===== config.mk =====
export PLATFORM = sky130hd
export DESIGN_NAME = spi_ram_master_flat
export DESIGN_NICKNAME = d
export VERILOG_FILES = /design/src/rtl/spi_ram_master_if.sv /design/src/rtl/spi_ram_master.sv /design/src/flat_wrapper.sv
export SDC_FILE = /design/constraint.sdc
export NUM_CORES = 1
export LEC_CHECK = 0
export CAP_MARGIN = 20
export CORE_ASPECT_RATIO = 0.9
export CORE_MARGIN = 4
export CORE_UTILIZATION = 30
export DETAILED_ROUTE_END_ITERATION = 10
export SKIP_CTS_REPAIR_TIMING = 1
export SLEW_MARGIN = 25
export SYNTH_ARGS = -nofsm -noshare
export SYNTH_HDL_FRONTEND = slang
export SYNTH_SLANG_ARGS = --single-unit

===== constraint.sdc =====
create_clock -name clk -period 3.45 [get_ports clk]
set_input_delay 0.5175 -clock clk [delete_from_list [all_inputs] [get_ports clk]]
set_output_delay 0.5175 -clock clk [all_outputs]
set_load 0.03 [all_outputs]

===== src/rtl/spi_ram_master_if.sv =====
// Host/slave signal bundle for spi_ram_master.
// With SPI_RAM_MASTER_ERR_EN defined, err and err_sticky are also carried.
interface spi_ram_master_if;
  logic       start;
  logic [1:0] cmd;
  logic [7:0] wr_data;
  logic       busy;
  logic       done;
  logic [7:0] rd_data;
  logic       MOSI;
  logic       MISO;
  logic       SS_n;
`ifdef SPI_RAM_MASTER_ERR_EN
  logic       err;
  logic       err_sticky;
`endif

  // Seen from the master: host request and MISO in, everything else out.
  modport master (
    input  start, cmd, wr_data, MISO,
`ifdef SPI_RAM_MASTER_ERR_EN
    output err, err_sticky,
`endif
    output busy, done, rd_data, MOSI, SS_n
  );

  // Seen from the other side: host and SPI slave together.
  modport slave (
    output start, cmd, wr_data, MISO,
`ifdef SPI_RAM_MASTER_ERR_EN
    input  err, err_sticky,
`endif
    input  busy, done, rd_data, MOSI, SS_n
  );
endinterface


===== src/rtl/spi_ram_master.sv =====
// SPI master feeding the SPI single-port-RAM wrapper on the shared clock.
// Frame: LEAD idle-low cycles, 11 bits {cmd[1],cmd[1],cmd[0],payload} MSB
// first, and for cmd=11 a RD_LATENCY wait plus 8 MISO samples, then GAP
// cycles with SS_n high.
// Optional macro SPI_RAM_MASTER_ERR_EN adds err / err_sticky for starts
// dropped while busy.
module spi_ram_master #(
  parameter int LEAD       = 1,
  parameter int RD_LATENCY = 2,
  parameter int GAP        = 1
) (
  input  logic              clk,
  input  logic              rst,
  spi_ram_master_if.master  bus
);

  typedef enum logic [2:0] {
    S_IDLE, S_LEAD, S_SHIFT, S_WAIT_RD, S_RECV, S_GAP
  } state_t;

  state_t      state_q, state_d;
  logic [3:0]  cnt_q, cnt_d;
  logic [10:0] frame_q, frame_d;
  logic [7:0]  rx_q, rx_d;
  logic [7:0]  rd_data_q, rd_data_d;
  logic        ss_n_q, ss_n_d;
  logic        mosi_q, mosi_d;
  logic        busy_q, busy_d;
  logic        done_q, done_d;
  logic        gap_last;
  logic        accept;

  // busy falls on the edge that ends the last gap cycle; a start sampled on
  // that same edge is taken, so back-to-back frames are exactly GAP apart.
  assign gap_last = (state_q == S_GAP) && (cnt_q == 4'(GAP - 1));
  assign accept   = bus.start && ((state_q == S_IDLE) || gap_last);

  // Next-state, counter, shift registers and next-cycle output values.
  always_comb begin
    state_d   = state_q;
    cnt_d     = cnt_q + 4'd1;
    frame_d   = frame_q;
    rx_d      = rx_q;
    rd_data_d = rd_data_q;
    case (state_q)
      S_IDLE: begin
        cnt_d = 4'd0;
      end
      S_LEAD: begin
        if (cnt_q == 4'(LEAD - 1)) begin
          state_d = S_SHIFT;
          cnt_d   = 4'd0;
        end
      end
      S_SHIFT: begin
        if (cnt_q == 4'd10) begin
          cnt_d   = 4'd0;
          state_d = (frame_q[9:8] == 2'b11) ? S_WAIT_RD : S_GAP;
        end
      end
      S_WAIT_RD: begin
        if (cnt_q == 4'(RD_LATENCY - 1)) begin
          state_d = S_RECV;
          cnt_d   = 4'd0;
        end
      end
      S_RECV: begin
        rx_d = {rx_q[6:0], bus.MISO};
        if (cnt_q == 4'd7) begin
          rd_data_d = rx_d;
          state_d   = S_GAP;
          cnt_d     = 4'd0;
        end
      end
      S_GAP: begin
        if (gap_last) begin
          state_d = S_IDLE;
          cnt_d   = 4'd0;
        end
      end
      default: begin
        state_d = S_IDLE;
        cnt_d   = 4'd0;
      end
    endcase
    // A new request overrides the idle/gap decision; read data payload is all ones.
    if (accept) begin
      state_d = S_LEAD;
      cnt_d   = 4'd0;
      frame_d = {bus.cmd[1], bus.cmd, (bus.cmd == 2'b11) ? 8'hFF : bus.wr_data};
    end
    ss_n_d = (state_d == S_IDLE) || (state_d == S_GAP);
    mosi_d = (state_d == S_SHIFT) ? frame_d[4'd10 - cnt_d] : 1'b0;
    busy_d = (state_d != S_IDLE);
    done_d = (state_d == S_GAP) && (state_q != S_GAP);
  end

  // FSM and registered outputs; reset aborts any frame without a done pulse.
  always_ff @(posedge clk or posedge rst) begin
    if (rst) begin
      state_q   <= S_IDLE;
      cnt_q     <= 4'd0;
      frame_q   <= 11'd0;
      rx_q      <= 8'h00;
      rd_data_q <= 8'h00;
      ss_n_q    <= 1'b1;
      mosi_q    <= 1'b0;
      busy_q    <= 1'b0;
      done_q    <= 1'b0;
    end else begin
      state_q   <= state_d;
      cnt_q     <= cnt_d;
      frame_q   <= frame_d;
      rx_q      <= rx_d;
      rd_data_q <= rd_data_d;
      ss_n_q    <= ss_n_d;
      mosi_q    <= mosi_d;
      busy_q    <= busy_d;
      done_q    <= done_d;
    end
  end

  assign bus.SS_n    = ss_n_q;
  assign bus.MOSI    = mosi_q;
  assign bus.busy    = busy_q;
  assign bus.done    = done_q;
  assign bus.rd_data = rd_data_q;

`ifdef SPI_RAM_MASTER_ERR_EN
  logic err_q, err_d;
  logic err_sticky_q, err_sticky_d;

  // Flag a start that arrives while busy and is not taken.
  always_comb begin
    err_d        = bus.start && busy_q && !accept;
    err_sticky_d = err_sticky_q || err_d;
  end

  // Error pulse and its sticky copy.
  always_ff @(posedge clk or posedge rst) begin
    if (rst) begin
      err_q        <= 1'b0;
      err_sticky_q <= 1'b0;
    end else begin
      err_q        <= err_d;
      err_sticky_q <= err_sticky_d;
    end
  end

  assign bus.err        = err_q;
  assign bus.err_sticky = err_sticky_q;
`endif

endmodule


===== src/flat_wrapper.sv =====
// flat-port wrapper written by rule: the top's interface ports become plain ports
module spi_ram_master_flat 
#(
  parameter int LEAD       = 1,
  parameter int RD_LATENCY = 2,
  parameter int GAP        = 1
)
  (clk, rst, bus_start, bus_cmd, bus_wr_data, bus_MISO, bus_busy, bus_done, bus_rd_data, bus_MOSI, bus_SS_n);
  spi_ram_master_if bus_i ();
  input  logic clk;
  input  logic rst;
  input wire logic [$bits(bus_i.start)-1:0] bus_start;
  input wire logic [$bits(bus_i.cmd)-1:0] bus_cmd;
  input wire logic [$bits(bus_i.wr_data)-1:0] bus_wr_data;
  input wire logic [$bits(bus_i.MISO)-1:0] bus_MISO;
  output wire logic [$bits(bus_i.busy)-1:0] bus_busy;
  output wire logic [$bits(bus_i.done)-1:0] bus_done;
  output wire logic [$bits(bus_i.rd_data)-1:0] bus_rd_data;
  output wire logic [$bits(bus_i.MOSI)-1:0] bus_MOSI;
  output wire logic [$bits(bus_i.SS_n)-1:0] bus_SS_n;
  assign bus_i.start = bus_start;
  assign bus_i.cmd = bus_cmd;
  assign bus_i.wr_data = bus_wr_data;
  assign bus_i.MISO = bus_MISO;
  assign bus_busy = bus_i.busy;
  assign bus_done = bus_i.done;
  assign bus_rd_data = bus_i.rd_data;
  assign bus_MOSI = bus_i.MOSI;
  assign bus_SS_n = bus_i.SS_n;
  spi_ram_master #(.LEAD(LEAD), .RD_LATENCY(RD_LATENCY), .GAP(GAP)) u_core (.clk(clk), .rst(rst), .bus(bus_i));
endmodule

Yosys cells after proc, flatten, opt, wreduce, memory -nomap -nowiden
Cells that the tools add are included. W data, S select, Z words.

Register bits after elaboration: 37. Bits in latches: 0. Memory bits (writable): 0. ROM bits: 0. Input port bits: 14. Output and inout port bits: 12. Logic and storage cells: 55. Memories kept: 0.

$add $sub $neg: 2. Multiply operators: 0. Divide/modulo/power cells: 0. Order comparisons: 1. Equal/unequal tests: 13. Shift-type cells: 0. Mux-type cells: 20. Bitwise logic cells: 0. Reduce and logical (&&, ||, !) cells: 10.

Operators with widths (number): $mux W4 (6); $mux W3 (7); $pmux W4 S5 (1); $pmux W3 S6 (1); $mux W11 (1); $eq A3 B2 Y1 const B (3); $eq A3 B3 Y1 const B (3); $mux W8 (1); $logic_not A3 Y1 (2); $lt A4 B5 Y1 const B (1); $add A4 B1 Y4 const B (1); $bmux W1 S4 (1); $eq A2 B2 Y1 const B (2); $eq A4 B1 Y1 const B (1); $eq A4 B3 Y1 const B (1); $eq A4 B4 Y1 const B (1); $logic_not A4 Y1 (1); $sub A4 B4 Y4 const A (1); $eq A3 B1 Y1 const B (1); $logic_and A1 B1 Y1 (3); $ne A3 B3 Y1 const B (1); $reduce_bool A3 Y1 (1); $logic_or A1 B1 Y1 (2); $mux W1 (2); $reduce_and A2 Y1 (1).

Longest topological paths before layout
Depth after elaboration: 9. Gate-level depth with buffers: 12. Gate-level depth less buffers: 12.

Worst setup path after synthesis
No wires, ideal clock.

Kind: register to register. Start: reg u_core.cnt_q[0]. End: reg u_core.mosi_q (netlist: u_core.bus.MOSI). Library setup time: 118 ps. Arrival time: 2494 ps. Required time: 3332 ps. Slack: 838 ps. Stages on the path, launching flop included: 13. Buffers on the path: 0. Cell sequence: dfrtp_1 -> inv_1 -> ha_1 -> or3b_1 -> a22o_1 -> a31oi_1 -> o22ai_1 -> ha_1 -> inv_1 -> nor4_1 -> o31a_1 -> mux2i_1 -> nor2_1.

Longest elaborated chain between the ends: 9. Elaborated cells on any way between the ends: 28. Classes of those cells: 2 x add/sub; 4 x eq/ne; 18 x mux; 4 x reduce/logical.

RTL lines: start: declaration (RTL line spi_ram_master.sv:22) `logic [3:0] cnt_q, cnt_d;`; start signal: assignment (RTL line spi_ram_master.sv:112) `cnt_q <= cnt_d;`; parallel branches: the longest is 4 deep, another holds $add A4 B1 Y4; $mux W4 (*) (RTL line spi_ram_master.sv:87) `if (accept) begin`; net u_core.cnt_d[1] (RTL line spi_ram_master.sv:22); $sub A4 B4 Y4 (*) (RTL line spi_ram_master.sv:93) `mosi_d = (state_d == S_SHIFT) ? frame_d[4'd10 - cnt_d] : 1'b0;`; $bmux W1 S4 (*) (RTL line spi_ram_master.sv:93); $mux W1 (implied by the code) (*) (RTL line spi_ram_master.sv:93); $mux W1 (*) (RTL line spi_ram_master.sv:93); net u_core.mosi_d (RTL line spi_ram_master.sv:27) `logic mosi_q, mosi_d;`; end signal: assignment (RTL line spi_ram_master.sv:117) `mosi_q <= mosi_d;`; end: declaration (RTL line spi_ram_master.sv:27).

Mark *: on every way through the listed nets, which the timed path passes. The select of a mux whose other input is x is not followed. A chain may end at the register's enable or synchronous reset.

Worst setup path in the final report
Same ends and word-level chain as after synthesis.

==> flow_metrics.env <==
export IMPL_status="completed"
export IMPL_swShare_pct=36.2
export IMPL_drt_pass1_iter_count=4
export IMPL_via_per_inst=4.65
export IMPL_combinationalPowerShare_pct=43.0
export IMPL_num_io_pins=26
export IMPL_synth_cells=171
export IMPL_post_drt_wl_per_cell_um=12.5
export IMPL_fmax_mhz=337
export IMPL_path_class="flop to flop"
export IMPL_antenna_found_initial=0
export IMPL_synth_commonest_cells="36 x dfrtp_1, 27 x inv_1, 21 x mux2_1"
export IMPL_start_util_pct=31.0
export IMPL_grt_pass1_vias=1356
export IMPL_synth_seq_cells=37
export IMPL_finalSetupViolations=0
export IMPL_clock_skew_ps=1.57
export IMPL_fin_area_sq_mm=0.00237
export IMPL_ir_drop_mv=0.272
export IMPL_cp_cell_sequence="inv_1, ha_1, or3b_1, a22o_1, a31oi_1, o22ai_1, ha_1, inv_1, nor4_1, o31a_1, mux2i_1, nor2_1"
export IMPL_hold_class="flop to flop"
export IMPL_post_place_ws_ps=411
export IMPL_final_cells=288
export IMPL_route_detailed_drc=0
export IMPL_critPathCaptureType="flop"
export IMPL_synth_most_common_cell="dfrtp_1"
export IMPL_yosys_most_used_dff="dfrtp_1"
export IMPL_die_w_um=92.0
export IMPL_yosys_top_cells_area="dfrtp_1 47%, mux2_1 12%, inv_1 5.3%, ha_1 3.3%, nor2_1 3.1%"
export IMPL_synthMuxAreaShare_pct=18.8
export IMPL_crit_arrival_ps=3150
export IMPL_cts_root_buf="clkbuf_8"
export IMPL_async_flop_share_pct=100
export IMPL_drive_gt1_share_pct=9.95
export IMPL_grt_setup_unrepaired="no"
export IMPL_clockPowerShare_pct=21.4
export IMPL_finalSetupTns_ps=0
export IMPL_critPathLaunchType="flop"
export IMPL_antenna_left=0
export IMPL_clock_latency_ps=290
export IMPL_core_sq_mm=0.00615
export IMPL_synth_xor_area_share_pct=1.38
export IMPL_placed_cell_area_sq_mm=0.00225
export IMPL_drt_iter0_drc=54
export IMPL_dpl_hpwl_mm=2.67
export IMPL_finalHoldViolCount=0
export IMPL_die_area_sq_mm=0.00770
export IMPL_syn_num_nets=190
export IMPL_routed_wl_mm=3.61
export IMPL_dp_cells=280
export IMPL_grt_ovfl_total=0
export IMPL_synth_top_family_by_area="multiplexers"
export IMPL_netlist_area_sq_mm=0.00191
export IMPL_rr_worst_depth=12
export IMPL_worst_pin_slew_ps=619
export IMPL_grt_start_max_net_pins=38
export IMPL_slowest_stage="dfrtp_1"
export IMPL_gp_congestion=0.810
export IMPL_yosysTopAreaCell="dfrtp_1"
export IMPL_syn_to_final_growth_pct=24.5
export IMPL_numCtsBuffers=5
export IMPL_p_per_area_mw_per_mm2=771
export IMPL_clk_path_buf_depth=2
export IMPL_maxSlewHeadroom_pct=58.4
export IMPL_power_leakage_uw=0.00113
export IMPL_cts_tree="done"
export IMPL_ys_types=48
export IMPL_worst_hold_slack_ps=484
export IMPL_slowest_delay_ps=460
export IMPL_cp_max_fo=7
export IMPL_avgSynthCellArea_sq_um=11.2
export IMPL_fin_crit_ps=2970
export IMPL_synth_simple_gate_area_share_pct=13.3
export IMPL_io_buffer_count=25
export IMPL_fillers=627
export IMPL_diodes=0
export IMPL_p_int_uw=1170
export IMPL_layout_setup_ws_ps=483
export IMPL_grt_pass1_wl_mm=6.27
export IMPL_final_max_slew_viol_count=0
export IMPL_period_share_pct=86.0
export IMPL_synth_edf_count=0
export IMPL_clkSlewWorstSetupHoldPaths_ps=70
export IMPL_grt_usage_pct=10.3
export IMPL_synth_top_cell_area_share_pct=47.2
export IMPL_num_rows=27
export IMPL_fin_nets=219
export IMPL_vias=1338
export IMPL_p_sw_uw=663
export IMPL_cp_required_ps=3630
export IMPL_synth_seq_area_share_pct=48.6
export IMPL_synthAdderAreaFrac_pct=3.28
export IMPL_htree_levels=2
export IMPL_max_cap_violations=0
export IMPL_cts_sink_count=37
export IMPL_synth_compound_area_share_pct=7.55
export IMPL_p_seq_share_pct=35.6
export IMPL_synth_warnings=0
export IMPL_hold_depth=1
export IMPL_die_y_um=83.6
## area by class of cell
type                    instances  area, sq um  share of cell area (%)
multi-input cells             101          845                    35.6
clock buffers                   6         82.6                    3.48
repair buffers                 28          273                    11.5
inverters                      27          101                    4.27
flip-flops and latches         37          927                    39.0
well taps                      87          109                    4.58
clock inverters                 2         37.5                    1.58
## metal layers
layer  GRT usage (%)  routed length [um]  vias to the layer above  part of all wire (%)
met5               0                   0                        -                     0
met1            12.5                1710                      671                    47
met4            4.05                  60                        0                   1.7
met3            3.52                 160                        7                   4.4
met2            16.6                1670                       22                    46
li1                -                   -                      638                     -
## power groups by stage
stage	sequential [uW]	clock, uW	combinational, uW
floorplan	632	0	648
global placement	657	0	785
detailed placement	660	0	793
CTS	652	407	798
global route	670	426	882
finish	653	392	787
## critical path, delay by kind of cell (launching register included)
kind            cells  cell delay (ps)
buf+inv             2              240
simple gates        3              490
fa+ha+maj           2              580
mux                 1              170
flops               1              460
compound gates      4              920
## cells by family after synthesis
group	count (synthesis)
AND/OR/NAND/NOR	44
XOR/XNOR	3
multiplexers	30
AO/OA/AOI/OAI	19
buffers and inverters	33
flip-flops	37
adder cells (fa/ha/maj)	5
## flip-flops by register name, summed over array words and instances, names as in the netlist
signal              cells
u_core.bus.done         1
u_core.rx_q             7
u_core.bus.MOSI         1
u_core.state_q          3
u_core.bus.rd_data      8
u_core.frame_q         11
u_core.cnt_q            4
u_core.bus.SS_n         1
u_core.bus.busy         1
## through the flow
stage / total power, uW / utilization [%]
6_report: 1830 / 38.6
5_1_grt: 1980 / 38.6
4_1_cts: 1860 / 38.6
3_5_place_dp: 1450 / 36.7
3_3_place_gp: 1440 / 36.7
2_1_floorplan: 1280 / -
## layout by cell type (no fill, tap or decap), drive strengths merged, types with 3 or more instances in the layout
| master | netlist | routed |
|---|---|---|
| clkdlybuf4s50 | 0 | 25 |
| nand2 | 5 | 5 |
| ha | 5 | 5 |
| inv | 27 | 27 |
| buf | 5 | 3 |
| mux2 | 24 | 24 |
| dfrtp | 36 | 36 |
| clkbuf | 1 | 6 |
| a31oi | 3 | 3 |
| nor2 | 16 | 16 |
| nor4 | 3 | 3 |
| mux2i | 4 | 4 |
## path summary, 6_finish.rpt
check                           slack, ps                  start               endpoint
worst max-delay path                  480        u_core.cnt_q[0]        u_core.bus.MOSI
worst min-delay path                  480  u_core.bus.rd_data[3]  u_core.bus.rd_data[3]
worst max register to register        480        u_core.cnt_q[0]        u_core.bus.MOSI
worst min register to register        480  u_core.bus.rd_data[3]  u_core.bus.rd_data[3]
max in group asynchronous            2460                    rst        u_core.bus.SS_n
min in group asynchronous             640                    rst  u_core.bus.rd_data[2]
Power figures use the tool's default switching activity.
